--- config.mk ---
export PLATFORM = sky130hd
export DESIGN_NAME = vx_fpu_tag_tracker
export DESIGN_NICKNAME = d
export VERILOG_FILES = /design/src/rtl/vx_fpu_tag_tracker.sv
export SDC_FILE = /design/constraint.sdc
export NUM_CORES = 1
export LEC_CHECK = 0
export CAP_MARGIN = 20
export CELL_PAD_IN_SITES_DETAIL_PLACEMENT = 1
export CELL_PAD_IN_SITES_GLOBAL_PLACEMENT = 2
export CORE_UTILIZATION = 37
export CTS_CLUSTER_DIAMETER = 120
export DETAILED_ROUTE_END_ITERATION = 8
export MAX_ROUTING_LAYER = met4
export PLACE_DENSITY = 0.89
export SYNTH_ARGS = -nofsm -noshare
export SYNTH_HDL_FRONTEND = slang
export SYNTH_SLANG_ARGS = --single-unit
--- constraint.sdc ---
create_clock -name clk -period 7 [get_ports clk]
set_input_delay 1.4 -clock clk [delete_from_list [all_inputs] [get_ports clk]]
set_output_delay 1.4 -clock clk [all_outputs]
set_load 0.01 [all_outputs]
--- src/rtl/vx_fpu_tag_tracker.sv ---
// FPU tag tracker: allocates request tags, holds per-request metadata until the response returns,
// retires out-of-order or in allocation order, and folds per-warp fflags into one CSR write per instruction.
module vx_fpu_tag_tracker #(
  parameter int unsigned DATAW     = 64,
  parameter int unsigned RESW      = 128,
  parameter int unsigned SIZE      = 8,
  parameter int unsigned IN_ORDER  = 0,
  parameter int unsigned NUM_WARPS = 4,
  parameter int unsigned TAG_W     = $clog2(SIZE),
  parameter int unsigned NW_W      = (NUM_WARPS > 1) ? $clog2(NUM_WARPS) : 1
) (
  input  logic             clk,
  input  logic             reset,
  input  logic             req_valid,
  output logic             req_ready,
  input  logic [DATAW-1:0] req_data,
  input  logic [NW_W-1:0]  req_wid,
  input  logic             req_eop,
  output logic [TAG_W-1:0] req_tag,
  input  logic             rsp_valid,
  output logic             rsp_ready,
  input  logic [TAG_W-1:0] rsp_tag,
  input  logic [RESW-1:0]  rsp_result,
  input  logic             rsp_has_fflags,
  input  logic [4:0]       rsp_fflags,
  output logic             out_valid,
  input  logic             out_ready,
  output logic [DATAW-1:0] out_data,
  output logic [RESW-1:0]  out_result,
  output logic             csr_write_enable,
  output logic [NW_W-1:0]  csr_write_wid,
  output logic [4:0]       csr_write_fflags,
  output logic [TAG_W:0]   count
);

  localparam int unsigned CNT_W = TAG_W + 1;
  localparam logic [CNT_W-1:0] FULL = CNT_W'(SIZE);

  logic [DATAW-1:0] data_mem [SIZE];
  logic [RESW-1:0]  res_mem  [SIZE];
  logic [NW_W-1:0]  wid_mem  [SIZE];
  logic [4:0]       ff_mem   [SIZE];
  logic [SIZE-1:0]  eop_mem;
  logic [SIZE-1:0]  hasf_mem;

  logic [SIZE-1:0]  valid_q;
  logic [SIZE-1:0]  done_q;
  logic [TAG_W-1:0] head_q;
  logic [TAG_W-1:0] tail_q;
  logic [CNT_W-1:0] count_q;
  logic [4:0]       acc_q [NUM_WARPS];
  logic [NUM_WARPS-1:0] sticky_q;
  logic             csr_we_q;
  logic [NW_W-1:0]  csr_wid_q;
  logic [4:0]       csr_ff_q;

  logic [TAG_W-1:0] free_idx;
  logic [TAG_W-1:0] alloc_tag;
  logic             req_fire;
  logic             rsp_ok;
  logic             rsp_wr;
  logic             rel;
  logic [TAG_W-1:0] rel_tag;
  logic             ret_has;
  logic [4:0]       ret_ff;
  logic [4:0]       ret_flags;
  logic [NW_W-1:0]  ret_wid;
  logic             ret_eop;

  // Lowest-index free slot for out-of-order allocation
  always_comb begin
    free_idx = '0;
    for (int i = int'(SIZE) - 1; i >= 0; i--) begin
      if (!valid_q[i]) free_idx = TAG_W'(i);
    end
  end

  // Allocation, response acceptance and retirement select
  always_comb begin
    req_ready  = (count_q != FULL);
    req_fire   = req_valid & req_ready;
    alloc_tag  = (IN_ORDER != 0) ? tail_q : free_idx;
    req_tag    = alloc_tag;
    rsp_ok     = valid_q[rsp_tag] & ((IN_ORDER == 0) | ~done_q[rsp_tag]);
    rsp_wr     = 1'b0;
    out_valid  = 1'b0;
    rsp_ready  = 1'b1;
    out_data   = data_mem[rsp_tag];
    out_result = rsp_result;
    rel        = 1'b0;
    rel_tag    = rsp_tag;
    ret_has    = rsp_has_fflags;
    ret_ff     = rsp_fflags;
    if (IN_ORDER == 0) begin
      out_valid = rsp_valid;
      rsp_ready = out_ready;
      rel       = rsp_valid & out_ready & rsp_ok;
    end else begin
      rsp_wr     = rsp_valid & rsp_ok;
      out_valid  = valid_q[head_q] & done_q[head_q];
      out_data   = data_mem[head_q];
      out_result = res_mem[head_q];
      rel        = out_valid & out_ready;
      rel_tag    = head_q;
      ret_has    = hasf_mem[head_q];
      ret_ff     = ff_mem[head_q];
    end
    ret_wid   = wid_mem[rel_tag];
    ret_eop   = eop_mem[rel_tag];
    ret_flags = ret_has ? ret_ff : 5'h00;
  end

  // Slot payload storage, intentionally not reset
  always_ff @(posedge clk) begin
    if (req_fire) begin
      data_mem[alloc_tag] <= req_data;
      wid_mem[alloc_tag]  <= req_wid;
      eop_mem[alloc_tag]  <= req_eop;
    end
    if (rsp_wr) begin
      res_mem[rsp_tag]  <= rsp_result;
      hasf_mem[rsp_tag] <= rsp_has_fflags;
      ff_mem[rsp_tag]   <= rsp_fflags;
    end
  end

  // Slot state, pointers, occupancy and fflags accumulation
  always_ff @(posedge clk or posedge reset) begin
    if (reset) begin
      valid_q   <= '0;
      done_q    <= '0;
      head_q    <= '0;
      tail_q    <= '0;
      count_q   <= '0;
      sticky_q  <= '0;
      csr_we_q  <= 1'b0;
      csr_wid_q <= '0;
      csr_ff_q  <= '0;
      for (int w = 0; w < int'(NUM_WARPS); w++) acc_q[w] <= '0;
    end else begin
      if (rel) valid_q[rel_tag] <= 1'b0;
      if (req_fire) begin
        valid_q[alloc_tag] <= 1'b1;
        done_q[alloc_tag]  <= 1'b0;
      end
      if (rsp_wr) done_q[rsp_tag] <= 1'b1;
      if ((IN_ORDER != 0) && rel) head_q <= head_q + TAG_W'(1);
      if ((IN_ORDER != 0) && req_fire) tail_q <= tail_q + TAG_W'(1);
      case ({req_fire, rel})
        2'b10:   count_q <= count_q + CNT_W'(1);
        2'b01:   count_q <= count_q - CNT_W'(1);
        default: count_q <= count_q;
      endcase
      csr_we_q <= 1'b0;
      if (rel) begin
        if (!ret_eop) begin
          acc_q[ret_wid]    <= acc_q[ret_wid] | ret_flags;
          sticky_q[ret_wid] <= sticky_q[ret_wid] | ret_has;
        end else begin
          csr_we_q          <= sticky_q[ret_wid] | ret_has;
          csr_wid_q         <= ret_wid;
          csr_ff_q          <= acc_q[ret_wid] | ret_flags;
          acc_q[ret_wid]    <= '0;
          sticky_q[ret_wid] <= 1'b0;
        end
      end
    end
  end

  assign count            = count_q;
  assign csr_write_enable = csr_we_q;
  assign csr_write_wid    = csr_wid_q;
  assign csr_write_fflags = csr_ff_q;

  // A response must target an allocated, not-yet-completed slot
  assert property (@(posedge clk) disable iff (reset) (rsp_valid && rsp_ready) |-> rsp_ok);

endmodule
After elaboration in Yosys (flattened, before gate mapping):

Memory sizes are Yosys's and may differ from the RTL's.
Cells that the tools add are included.
Widths: inputs -> output; s select.

* input bits: 209
* memories kept: 2
* memory bits (writable): 528
* register bits after elaboration: 52

* reductions and logical operators: 6
* multiplexer cells: 38
* $add $sub $neg: 2
* order comparisons: 8
* bitwise logic cells: 13
* equality and inequality tests: 3

Memory list
* data_mem: words 8, width 64, rd ports 1, clocked after Yosys merged registers in 0, wr ports 1, line 39 `logic [DATAW-1:0] data_mem [SIZE];`
* wid_mem: words 8, width 2, rd ports 1, clocked after Yosys merged registers in 0, wr ports 1, line 41 `logic [NW_W-1:0] wid_mem [SIZE];`

Operators with widths (count)
* $mux 3: 8
* $and 20x20->20: 1
* $bwmux 20: 1
* $mux 20: 1
* $mux 5: 4
* $not 20->20: 1
* $mux 8: 2
* $bmux 5 s2: 1
* $demux 5 s2: 1
* $mux 1: 10
* $and 8x8->8: 1
* $bwmux 8: 1
* $lt 3x4->1 const B: 2
* $not 8->8: 1
* $or 8x8->8: 1
* $pmux 4 s2: 1
* $bmux 1 s3: 2
* $demux 1 s3: 2
* $ge 3x1->1 const B: 2
* $or 5x5->5: 1
* $add 4x1->4 const B: 1
* $and 4x4->4: 1
* $bwmux 4: 1
* $logic_and 1x1->1: 4
* other kinds (17): 19

Depth between registers and ports, before layout:

* word-level depth: 14
* mapped depth: 14

Worst setup path before layout:

No wires, ideal clock.

* path kind: input -> register
* start: input port req_valid
* end: memory data_mem[2][0] (enable)
* slack: 342 ps
* data arrival time: 6084 ps
* required time: 6425 ps
* path buffers: 0
* stages on the path: 2
* library setup time: 575 ps
* cells stage by stage: nand2_1 > nor3_1

* word-level cells in the longest chain between the ends: 3

Ends and longest elaborated chain
* start, declared: line 14 `input logic req_valid,`
* $and 1x1->1: line 81 `req_fire = req_valid & req_ready;`
* $mux 1: line 115 `if (req_fire) begin`
* $mux 1 (not written as such): line 116 `data_mem[alloc_tag] <= req_data;`
* end, declared: line 39

No other way between the ends.

Worst setup path after layout:

* start: input port rsp_tag[0]
* end: output port out_data[61]

* word-level cells in the longest chain between the ends: 1

Ends and longest elaborated chain
* start, declared: line 22 `input logic [TAG_W-1:0] rsp_tag,`
* $mem_v2 8x64
* end, declared: line 28 `output logic [DATAW-1:0] out_data,`

No other way between the ends.

==> results.txt <==
Sequential element share of the synthesized area: 77.3%
Sw Ratio: 27.7%
GRT Overall Usage: 21.2%
Die Y-Extent: 247 um
# IOs: 419
Worst Setup End Kind: output pin
Main synth FF type: edfxtp_1
Post-synth ARST share: 7.59%
Slew Limit Headroom: 40.5%
Net count, final: 1574
Failing checks: design-rule violations
Sequential power share: 50.9%
First-pass GRT wire length: 91200 um
Ratio of total power to cell area: 368 nW/um2
CTS tree: yes
Critical path type: primary input to output pin
F_max: 171 MHz
CTS buffer count: 61
Htree depth: 2
Commonest non-fill, non-tap cell in the layout: edfxtp_1
Clk slew on worst S/H paths: 0.06 ns
Avg Synthesized Cell Area: 17.1 um2
Commonest cells after routing, fill and taps aside: 536 x edfxtp_1, 256 x a22oi_1, 162 x clkdlybuf4s50_1
Row count: 89
Worst vdd ir: 0.321 mV
Initial antenna violation count: 6
CP max-delay cell: clkdlybuf4s50_1
CP delay by family, top: buffers and inverters
GP Congestion: 0.765
Slew Viols, Final: 0
Clock power frac: 32.3%
Synth top area share: 72.3%
Post-CTS sizing: 0
Max-cap violation count: 0
Period utilization: 83.8%
Most common cell on crit path: clkdlybuf4s50_1
DRC: 45
Synth Cell Area: 22300 um2
Post-synth EDFFs: 536
Worst Hold Margin: 0.491 ns
Postcts setup bufs: 0
Drt first pass iters: 8
WP buf/inv: 3
Final hold violations: 0
Unrepaired setup endpoints after global routing: false
Worst Hold Class: register to register
Crit-path cells: clkdlybuf4s50_1 > and3b_2 > buf_12 > a22oi_1 > nand4_1 > clkdlybuf4s50_1
Post-DP HPWL: 36500 um
Vias per cell: 5.65
Synth-to-Final Area Change: 16.8%
Fill count: 5748
TNS Setup: 0 ns
Crit path max fanout: 21
Delay of the slowest critical-path stage: 1.05 ns
Initial core utilization: 37.6%
Initial drt markers: 915
Net switching power: 2650 uW
Syn_nets: 1515
Largest net degree at the start of global routing: 66
CP Data Required Time: 5.60 ns
Number of global-route vias before repair: 13.6k
Synth top area cells: edfxtp_1 72%, a22oi_1 8.6%, dfrtp_1 4.9%, buf_4 4.4%, nand4_1 1.8%
Critical Path Start Type: primary input
Synthesis Warnings: 0
Comb power frac: 16.8%
Hold-fix buffer count after cts: 0
Final setup skew: 0.0504 ns
Cells after Synth: 1303
Post-route ant nets: 0
Min Tclk post-route: 5.86 ns
Synth Register Bits: 580
Die Area: 61100 um2
Total global routing overflow: 0
CTS root buf: clkbuf_16
Status: complete, but fails checks
Die width: 247 um
Setup Viol. Count Final: 0
Routed len/inst: 28.6 um
Unique masters post-synth: 53
Area leader, netlist: edfxtp_1
Latest clock arrival within the worst-skew pair: 0.64 ns
Post-Route WL: 62500 um
Clk sinks: 580
WP data arrival: 4.46 ns
Worst slew pin tran: 0.890 ns
Core ar.: 59200 um2
Static leakage: 0.00832 uW
Via count: 12.4k
Core Util, Final: 43.9%
Share of layout cells above drive strength 1: 10.9%
CTS Buffer Depth: 3
Internal Power: 6920 uW
Port Buffers: 162
-- sequential cells by signal, indices dropped and copies added, names as in the netlist --
| name | flops |
|---|---|
| eop_mem | 8 |
| wid_mem | 16 |
| sticky_q | 4 |
| data_mem | 512 |
| count | 4 |
| csr_write_enable | 1 |
| csr_write_fflags | 5 |
| valid_q | 8 |
| acc_q | 20 |
| csr_write_wid | 2 |
-- final timing paths --
path                                              to  depth (start not counted)  slack [ns]            startpoint
max                                     out_data[61]                          6        1.14            rsp_tag[0]
min                             count[3]$_DFFE_PP0P_                          1        0.49  count[3]$_DFFE_PP0P_
max reg2reg                data_mem[0][58]$_DFFE_PP_                          8        3.28  valid_q[6]$_DFF_PP0_
min reg2reg                     count[3]$_DFFE_PP0P_                          1        0.49  count[3]$_DFFE_PP0P_
max in group asynchronous       valid_q[2]$_DFF_PP0_                          3        5.37                 reset
min in group asynchronous       count[1]$_DFFE_PP0P_                          3        1.21                 reset
-- Yosys cell counts (4+ instances only) --
cell type and number:
a22oi_1 256, nor2_1 27, edfxtp_1 536, dfrtp_1 44, inv_1 10, mux4_2 5
a31oi_1 6, a21oi_1 10, nand4_1 65, nand3b_1 6, o2bb2ai_1 4, mux2i_1 15
clkbuf_1 48, xor2_1 4, o21ai_0 11, buf_1 12, buf_2 7, o211ai_1 5
buf_4 131, nand2_1 18, nor2b_1 9, a2bb2oi_1 5, a22o_1 12, nor3_1 9
-- per-layer routing --
metal  share of wire, %  up-vias  GRT usage [%]
li1                   -     5277              -
met1                 38     6491           24.0
met2                 51      467           36.1
met3                7.9      134           5.50
met4                2.9        0           7.69
met5                  0        -              -
-- stage by stage --
stage                     setup WS [ns]  std cells  power [uW]  area [um2]
final                              1.14       2188        9580       26000
after global routing               1.01       2188        9950       26000
after CTS                          1.08       2182        9680       26000
after detailed placement           1.12       2071        6580       24100
after global placement             1.20       2071        6480       24100
after floorplan                   0.342       1303        5760       22300
-- power by group through the flow --
stage	clock (uW)	combinational (uW)	sequential, uW
floorplan	0	827	4930
global placement	0	1600	4880
CTS	3150	1650	4880
global route	3270	1750	4940
finish	3090	1610	4870
detailed placement	0	1630	4940
-- cells by family (layout without fill, tap and decap cells) --
| logic type | after synthesis | count (layout) | synth area share, % |
|---|---|---|---|
| other cells | 0 | 5 | 0 |
| buf+inv | 211 | 318 | 5.84 |
| mux | 24 | 24 | 1.45 |
| simple gates | 156 | 156 | 4.21 |
| xor+xnor | 5 | 5 | 0.197 |
| compound gates | 324 | 324 | 10.9 |
| fa+ha+maj | 3 | 3 | 0.169 |
| flops | 580 | 580 | 77.3 |
-- worst register-to-register path, delay by kind of cell, from the launching register on --
| family | cells | cell delay (ns) |
|---|---|---|
| buf+inv | 3 | 1.63 |
| compound gates | 3 | 0.91 |
| flops | 1 | 0.42 |
| simple gates | 2 | 0.33 |
-- layout make-up --
class	instances	area [um2]	area share (%)
flip-flops and latches	580	17200	66.2
multi-input cells	512	3840	14.8
repair buffers	195	2020	7.77
clock buffers	80	1600	6.15
well taps	773	967	3.72
clock inverters	31	314	1.21
inverters	12	45.0	0.173
diodes	5	12.5	0.0481
No activity file was read; power rests on OpenSTA's default activity.
